[config.mk]
export PLATFORM = sky130hd
export DESIGN_NAME = ram_sync_init
export DESIGN_NICKNAME = d
export VERILOG_FILES = /design/src/rtl/ram_sync_init.sv
export SDC_FILE = /design/constraint.sdc
export NUM_CORES = 1
export LEC_CHECK = 0
export ABC_AREA = 1
export CORE_UTILIZATION = 34
export DETAILED_ROUTE_END_ITERATION = 8
export DONT_BUFFER_PORTS = 1
export SLEW_MARGIN = 20
export SYNTH_ARGS = -nofsm -noshare
export SYNTH_HDL_FRONTEND = slang
export SYNTH_SLANG_ARGS = --single-unit
[constraint.sdc]
create_clock -name clock -period 2.07 [get_ports clock]
set_input_delay 0.1035 -clock clock [delete_from_list [all_inputs] [get_ports clock]]
set_output_delay 0.1035 -clock clock [all_outputs]
set_load 0.005 [all_outputs]
[src/rtl/ram_sync_init.sv]
// rtl/ram_sync_init.sv - single-port synchronous RAM with a built-in constant/address-index fill sequencer
module ram_sync_init #(
  parameter int DATA_WIDTH = 8,
  parameter int ADDR_WIDTH = 5,
  parameter int DEPTH      = 32
) (
  input  logic                  clock,
  input  logic                  reset,
  input  logic [ADDR_WIDTH-1:0] address,
  input  logic                  we,
  input  logic [DATA_WIDTH-1:0] dataIn,
  input  logic                  re,
  output logic [DATA_WIDTH-1:0] dataOut,
  output logic                  dataValid,
  input  logic                  initStart,
  input  logic                  initMode,
  input  logic [DATA_WIDTH-1:0] initValue,
  output logic                  busy,
  output logic                  initDone,
  output logic                  addrError
);

  typedef enum logic {IDLE, FILL} state_t;

  // One extra counter bit so DEPTH == 2**ADDR_WIDTH reaches its last word without wrapping.
  localparam logic [ADDR_WIDTH:0] DEPTH_W = (ADDR_WIDTH+1)'(DEPTH);
  localparam logic [ADDR_WIDTH:0] LAST    = DEPTH_W - 1'b1;

  logic [DATA_WIDTH-1:0] mem [DEPTH];

  state_t                state;
  logic [ADDR_WIDTH:0]   cnt;
  logic                  mode_q;
  logic [DATA_WIDTH-1:0] value_q;

  logic                  in_range;
  logic [ADDR_WIDTH+DATA_WIDTH:0] cnt_ext;
  logic [DATA_WIDTH-1:0] fill_word;
  logic                  mem_we;
  logic [ADDR_WIDTH-1:0] mem_waddr;
  logic [DATA_WIDTH-1:0] mem_wdata;

  assign in_range  = {1'b0, address} < DEPTH_W;
  assign cnt_ext   = {{DATA_WIDTH{1'b0}}, cnt};
  assign fill_word = mode_q ? cnt_ext[DATA_WIDTH-1:0] : value_q;

  always_comb begin
    mem_we    = 1'b0;
    mem_waddr = address;
    mem_wdata = dataIn;
    if (state == FILL) begin
      mem_we    = 1'b1;
      mem_waddr = cnt[ADDR_WIDTH-1:0];
      mem_wdata = fill_word;
    end else if (!initStart && we && in_range) begin
      mem_we = 1'b1;
    end
  end

  // Storage is deliberately outside the reset domain: reset only blocks the write on its edge.
  always_ff @(posedge clock) begin
    if (!reset && mem_we) begin
      mem[mem_waddr] <= mem_wdata;
    end
  end

  always_ff @(posedge clock) begin
    if (reset) begin
      state     <= IDLE;
      cnt       <= '0;
      mode_q    <= 1'b0;
      value_q   <= '0;
      dataOut   <= '0;
      dataValid <= 1'b0;
      busy      <= 1'b0;
      initDone  <= 1'b0;
      addrError <= 1'b0;
    end else begin
      dataValid <= 1'b0;
      initDone  <= 1'b0;
      addrError <= 1'b0;
      case (state)
        IDLE: begin
          if (initStart) begin
            mode_q  <= initMode;
            value_q <= initValue;
            cnt     <= '0;
            busy    <= 1'b1;
            state   <= FILL;
          end else begin
            // Read sees the pre-edge word, giving read-first behaviour against a same-edge write.
            if (re) begin
              dataValid <= 1'b1;
              dataOut   <= in_range ? mem[address] : '0;
            end
            addrError <= (we || re) && !in_range;
          end
        end
        FILL: begin
          cnt <= cnt + 1'b1;
          if (cnt == LAST) begin
            busy     <= 1'b0;
            initDone <= 1'b1;
            state    <= IDLE;
          end
        end
        default: state <= IDLE;
      endcase
    end
  end

endmodule

## Yosys cells after proc, flatten, opt, wreduce, memory -nomap -nowiden

Memories as Yosys holds them, arrays and structs flattened. A register that Yosys moved wholly into a read port is not among the register bits.
Index checks and enable logic that the tools add are counted.

| storage, ports and cells | value |
|---|---|
| register bits after elaboration | 19 |
| word-level logic and storage cells | 40 |
| memory bits (writable) | 256 |
| memories kept | 1 |
| input port bits | 27 |

| cells by class | value |
|---|---|
| reduce and logical (&&, ||, !) cells | 9 |
| eq/ne operators | 3 |
| multiplexer cells | 17 |
| bitwise logic cells | 2 |
| $add $sub $neg | 1 |

Memories:

| memory | words | width | rd ports | clocked after Yosys merged registers in | write ports | RTL line | text |
|---|---|---|---|---|---|---|---|
| mem | 32 | 8 | 1 | 1 | 1 | 29 | `logic [DATA_WIDTH-1:0] mem [DEPTH];` |

Operator list:

| cell | number |
|---|---|
| 8-bit 2-to-1 mux | 2 |
| 6-bit one-hot mux with 2 select lines | 1 |
| 1-bit 2-to-1 mux | 10 |
| 6-bit by 1-bit adder with 6-bit output (second input constant) | 1 |
| 6-bit by 5-bit == test with 1-bit output (second input constant) | 1 |
| 6-bit 2-to-1 mux | 1 |
| 5-bit 2-to-1 mux | 1 |
| 1-bit one-hot mux with 2 select lines | 2 |
| 2-bit AND reduction | 2 |
| 3-bit AND reduction | 1 |
| 3-bit OR reduction | 1 |
| 1-bit logical AND | 2 |
| 1-bit logical NOT | 2 |
| 2-bit by 1-bit != test with 1-bit output (second input constant) | 1 |
| 2-bit != test (second input constant) | 1 |
| 1-bit inverter | 2 |
| 2-bit OR reduction | 1 |

## Depth between registers and ports, before layout

| logic depth | value |
|---|---|
| depth in word-level cells | 7 |
| mapped depth | 11 |
| depth with buffers taken out | 9 |

## Worst setup path after synthesis

No wires, ideal clock.

| path | value |
|---|---|
| path type | flip-flop to flip-flop |
| from | register state |
| to | memory mem[1][0] (enable) |
| slack | 0.253 ns |
| stages on the path, launching flop included | 9 |
| required time | 1.700 ns |
| data arrival time | 1.447 ns |
| path buffers | 1 |
| cells stage by stage | dfxtp_1 > buf_6 > nand2_1 > inv_1 > a21oi_1 > inv_1 > nor2_2 > nand2_1 > nor2_1 |

| between the ends | value |
|---|---|
| word-level cells in the longest chain between the ends | 4 |

Ends and longest elaborated chain:

| element | RTL line | text |
|---|---|---|
| start, declared | 31 | `state_t state;` |
| start signal, assigned | 69 | `state <= IDLE;` |
| start signal, assigned | 89 | `state <= FILL;` |
| start signal, assigned | 104 | `state <= IDLE;` |
| 1-bit 2-to-1 mux | 51 | `if (state == FILL) begin` |
| 1-bit logical AND | 62 | `if (!reset && mem_we) begin` |
| 1-bit 2-to-1 mux | 62 |  |
| 1-bit 2-to-1 mux (not written as such) | 63 | `mem[mem_waddr] <= mem_wdata;` |
| end, declared | 29 |  |

Parallel ways exist; a longest one is shown, timed or not.

## Worst setup path in the final report

| path | value |
|---|---|
| from | register state |
| to | memory mem[6][4] (enable) |

The elaborated chain is that of the path after synthesis.

==> summary.md <==
| Metric | Value |
|---|---|
| Outcome | `finished, final reports clean` |
| Final Max Slew Viols | `0` |
| Total number of vias | `7865` |
| Crit path buffers/inverters | `3` |
| Critical path, cell by cell | `inv_2 > a21oi_1 > inv_1 > nand3_2 > nor2_1 > buf_4` |
| Syn. warnings | `0` |
| CP arrival | `2.29 ns` |
| Setup CP Type | `flip-flop to flip-flop` |
| Leak | `0.00495 uW` |
| Maximum buffer depth of the clock tree | `3` |
| GRT overflow | `0` |
| ANT cells | `0` |
| Die X | `188 um` |
| Vias in the first global route | `7755` |
| Critical Path Fanout Max | `8` |
| Minimum clock period | `1.99 ns` |
| Setup-failing EPs final | `0` |
| Share of post-route cells with drive strength above 1 | `9.92%` |
| Area grow syn2layout | `14.2%` |
| Worst Path Required | `2.37 ns` |
| Maxcap violations | `0` |
| Clock root buffer master | `clkbuf_16` |
| Synth top area share | `65.3%` |
| H-tree depth | `1` |
| Setup crit end kind | `flip-flop` |
| Hold Fails Final Rpt | `0` |
| Post-Syn Area per Cell | `11.2 sq um` |
| Reg2Reg Depth | `6` |
| Placed inst area | `12400 sq um` |
| Max Clock Skew | `0.0111 ns` |
| WL final | `29200 um` |
| Top_reg_cell synth | `edfxtp_1` |
| Die H | `188 um` |
| Overall Global Routing Usage | `16.5%` |
| First-pass GRT wire length | `44700 um` |
| Antenna violations before repair | `0` |
| Top cells by area, synth | `edfxtp_1 65%, nand2_1 11%, nand3_1 9.1%` |
| Drt drc | `0` |
| Dpl hpwl | `17300 um` |
| Mapped Cells | `1053` |
| Startpoint types | `flip-flop` |
| Wire per inst | `18.6 um` |
| CP max stage cell | `a21oi_1` |
| CTS tree | `yes` |
| Period Utilization, post-route | `96.2%` |
| Area leader, netlist | `edfxtp_1` |
| Design area | `13400 sq um` |
| Hold Slack | `0.0402 ns` |
| Final nets | `1126` |
| Top cells by count, synth | `355 x nand2_1, 256 x edfxtp_1, 215 x nand3_1, 59 x nor2_1, 27 x dfxtp_1` |
| Mapped Area | `11800 sq um` |
| 1st-pass router iterations | `5` |
| Core footprint | `33800 sq um` |
| Io pins | `39` |
| Iteration-0 DRC count of the detailed router | `894` |
| Hold WC Path Type | `input pin to flip-flop` |
| Slew at the pin with the worst max-slew slack | `0.614 ns` |
| Maximum clock frequency | `502 MHz` |
| Detail Route Antenna Nets | `0` |
| Distinct cells, synth | `28` |
| Clock-pin transition on the worst setup and hold timing paths | `0.06 ns` |
| Hold depth | `6` |
| Critical path depth | `6` |
| Peak VDD IR | `0.656 mV` |
| Post-synthesis sequential area ratio | `69.9%` |
| Net Count, Synth | `1081` |
| Total power divided by cell area | `897 nW/um^2` |
| GPL Wtd Cong | `0.829` |
| Row cnt | `67` |
| Slew Limit Headroom | `58.9%` |
| Max incr delay on CP | `0.46 ns` |
| TritonCTS Sinks | `283` |
| DIE AREA | `35400 sq um` |
| Most common cell in the netlist | `nand2_1` |
| Initial Util | `34.8%` |
| #FFs+latches synth | `283` |
| Largest net degree at the start of global routing | `130` |
| Top delay family on crit path | `compound AO/OA/AOI/OAI gates` |
| Via density | `5.02` |
| EDFF count, synth | `256` |
| CTS buffer count | `29` |
| Clk Latency, worst-skew pair | `0.55 ns` |
| I/O Buffers | `0` |
| Setup bufs post-CTS | `0` |
| Async SR Flop Fraction | `0%` |
| Final core occ | `39.8%` |
[cell usage in the layout, fill, tap and decap left out, types with 4 or more instances in the layout]
| cell | netlist | routed |
|---|---|---|
| dfxtp_1 | 27 | 26 |
| clkbuf_1 | 7 | 4 |
| o22ai_1 | 5 | 5 |
| edfxtp_1 | 256 | 256 |
| buf_4 | 7 | 49 |
| clkinv_1 | 0 | 8 |
| inv_1 | 19 | 19 |
| nor2_1 | 59 | 59 |
| nand3_1 | 215 | 215 |
| clkbuf_16 | 0 | 29 |
| dlygate4sd3_1 | 0 | 18 |
| clkinv_2 | 0 | 7 |
| nand2_1 | 355 | 355 |
| buf_12 | 0 | 7 |
| a21oi_2 | 4 | 4 |
| o21ai_0 | 18 | 18 |
| a21oi_1 | 14 | 14 |
[report_power, final]
part | switching [uW] | internal [uW] | total [uW] | leakage (uW)
clock network | 2080 | 2670 | 4750 | 0.000417
registers | 28.8 | 6370 | 6400 | 0.00254
logic | 647 | 265 | 912 | 0.00199
[flip-flops by register name, summed over array words and instances, names as in the netlist]
name and cells:
mode_q 1, value_q 8, busy 1, initDone 1, cnt 6, mem 256
dataOut 8, state 1, dataValid 1
[path summary, 6_finish.rpt]
check,to,from,slack [ns]
worst min register to register,cnt[5],cnt[5],0.47
worst min-delay path,dataOut[3],address[2],0.04
worst max-delay path,mem[6][4],state,0.08
worst max register to register,mem[6][4],state,0.08
[layout make-up]
cell class                 count  area (sq um)
fill                        3205         20300
sequential                   283          8230
multi-input combinational    688          3020
clock buffer                  33           741
timing repair buffer          74           688
tap                          448           561
clock inverter                19           119
inverter                      22          83.8
[cell families (layout without fill, tap and decap cells)]
| kind of cell | count (synthesis) | in the layout | share of synthesized area (%) |
|---|---|---|---|
| adders and majority gates | 1 | 1 | 0.106 |
| buffers and inverters | 82 | 148 | 4.55 |
| AOI/OAI and AO/OA | 49 | 49 | 2.47 |
| DFF | 283 | 283 | 69.9 |
| other | 1 | 1 | 0.0319 |
| and+or+nand+nor | 637 | 637 | 22.9 |
[per-layer routing]
| layer | track usage [%] | vias up | wire [um] |
|---|---|---|---|
| met2 | 27.6 | 305 | 14000 |
| li1 | - | 3740 | - |
| met3 | 2.25 | 71 | 2150 |
| met4 | 5.53 | 0 | 898 |
| met5 | 0 | - | 0 |
| met1 | 22.2 | 3749 | 12100 |
[tightest hold or removal path, delay by kind of cell]
kind	cells	cell delay, ns
AOI/OAI and AO/OA	1	0.06
and+or+nand+nor	5	0.36
[what timing repair did]
| action | in CTS | in global routing |
|---|---|---|
| hold buffers | 18 | 0 |
| endpoints found under the setup margin | 0 | 165 |
| endpoints found under the hold margin | 33 | 0 |
| resized for setup | 0 | 3 |
[stage by stage]
step / setup TNS, ns / worst slack (ns) / std cells / power [uW]
after floorplan: 0 / 0.253 / 1053 / 7100
after global placement: 0 / 0.143 / 1497 / 7380
after detailed placement: 0 / 0.0790 / 1497 / 7380
after CTS: 0 / 0.0586 / 1567 / 12100
after global routing: -0.357 / -0.0254 / 1567 / 12400
final: 0 / 0.0795 / 1567 / 12100
Power figures use the tool's default switching activity.
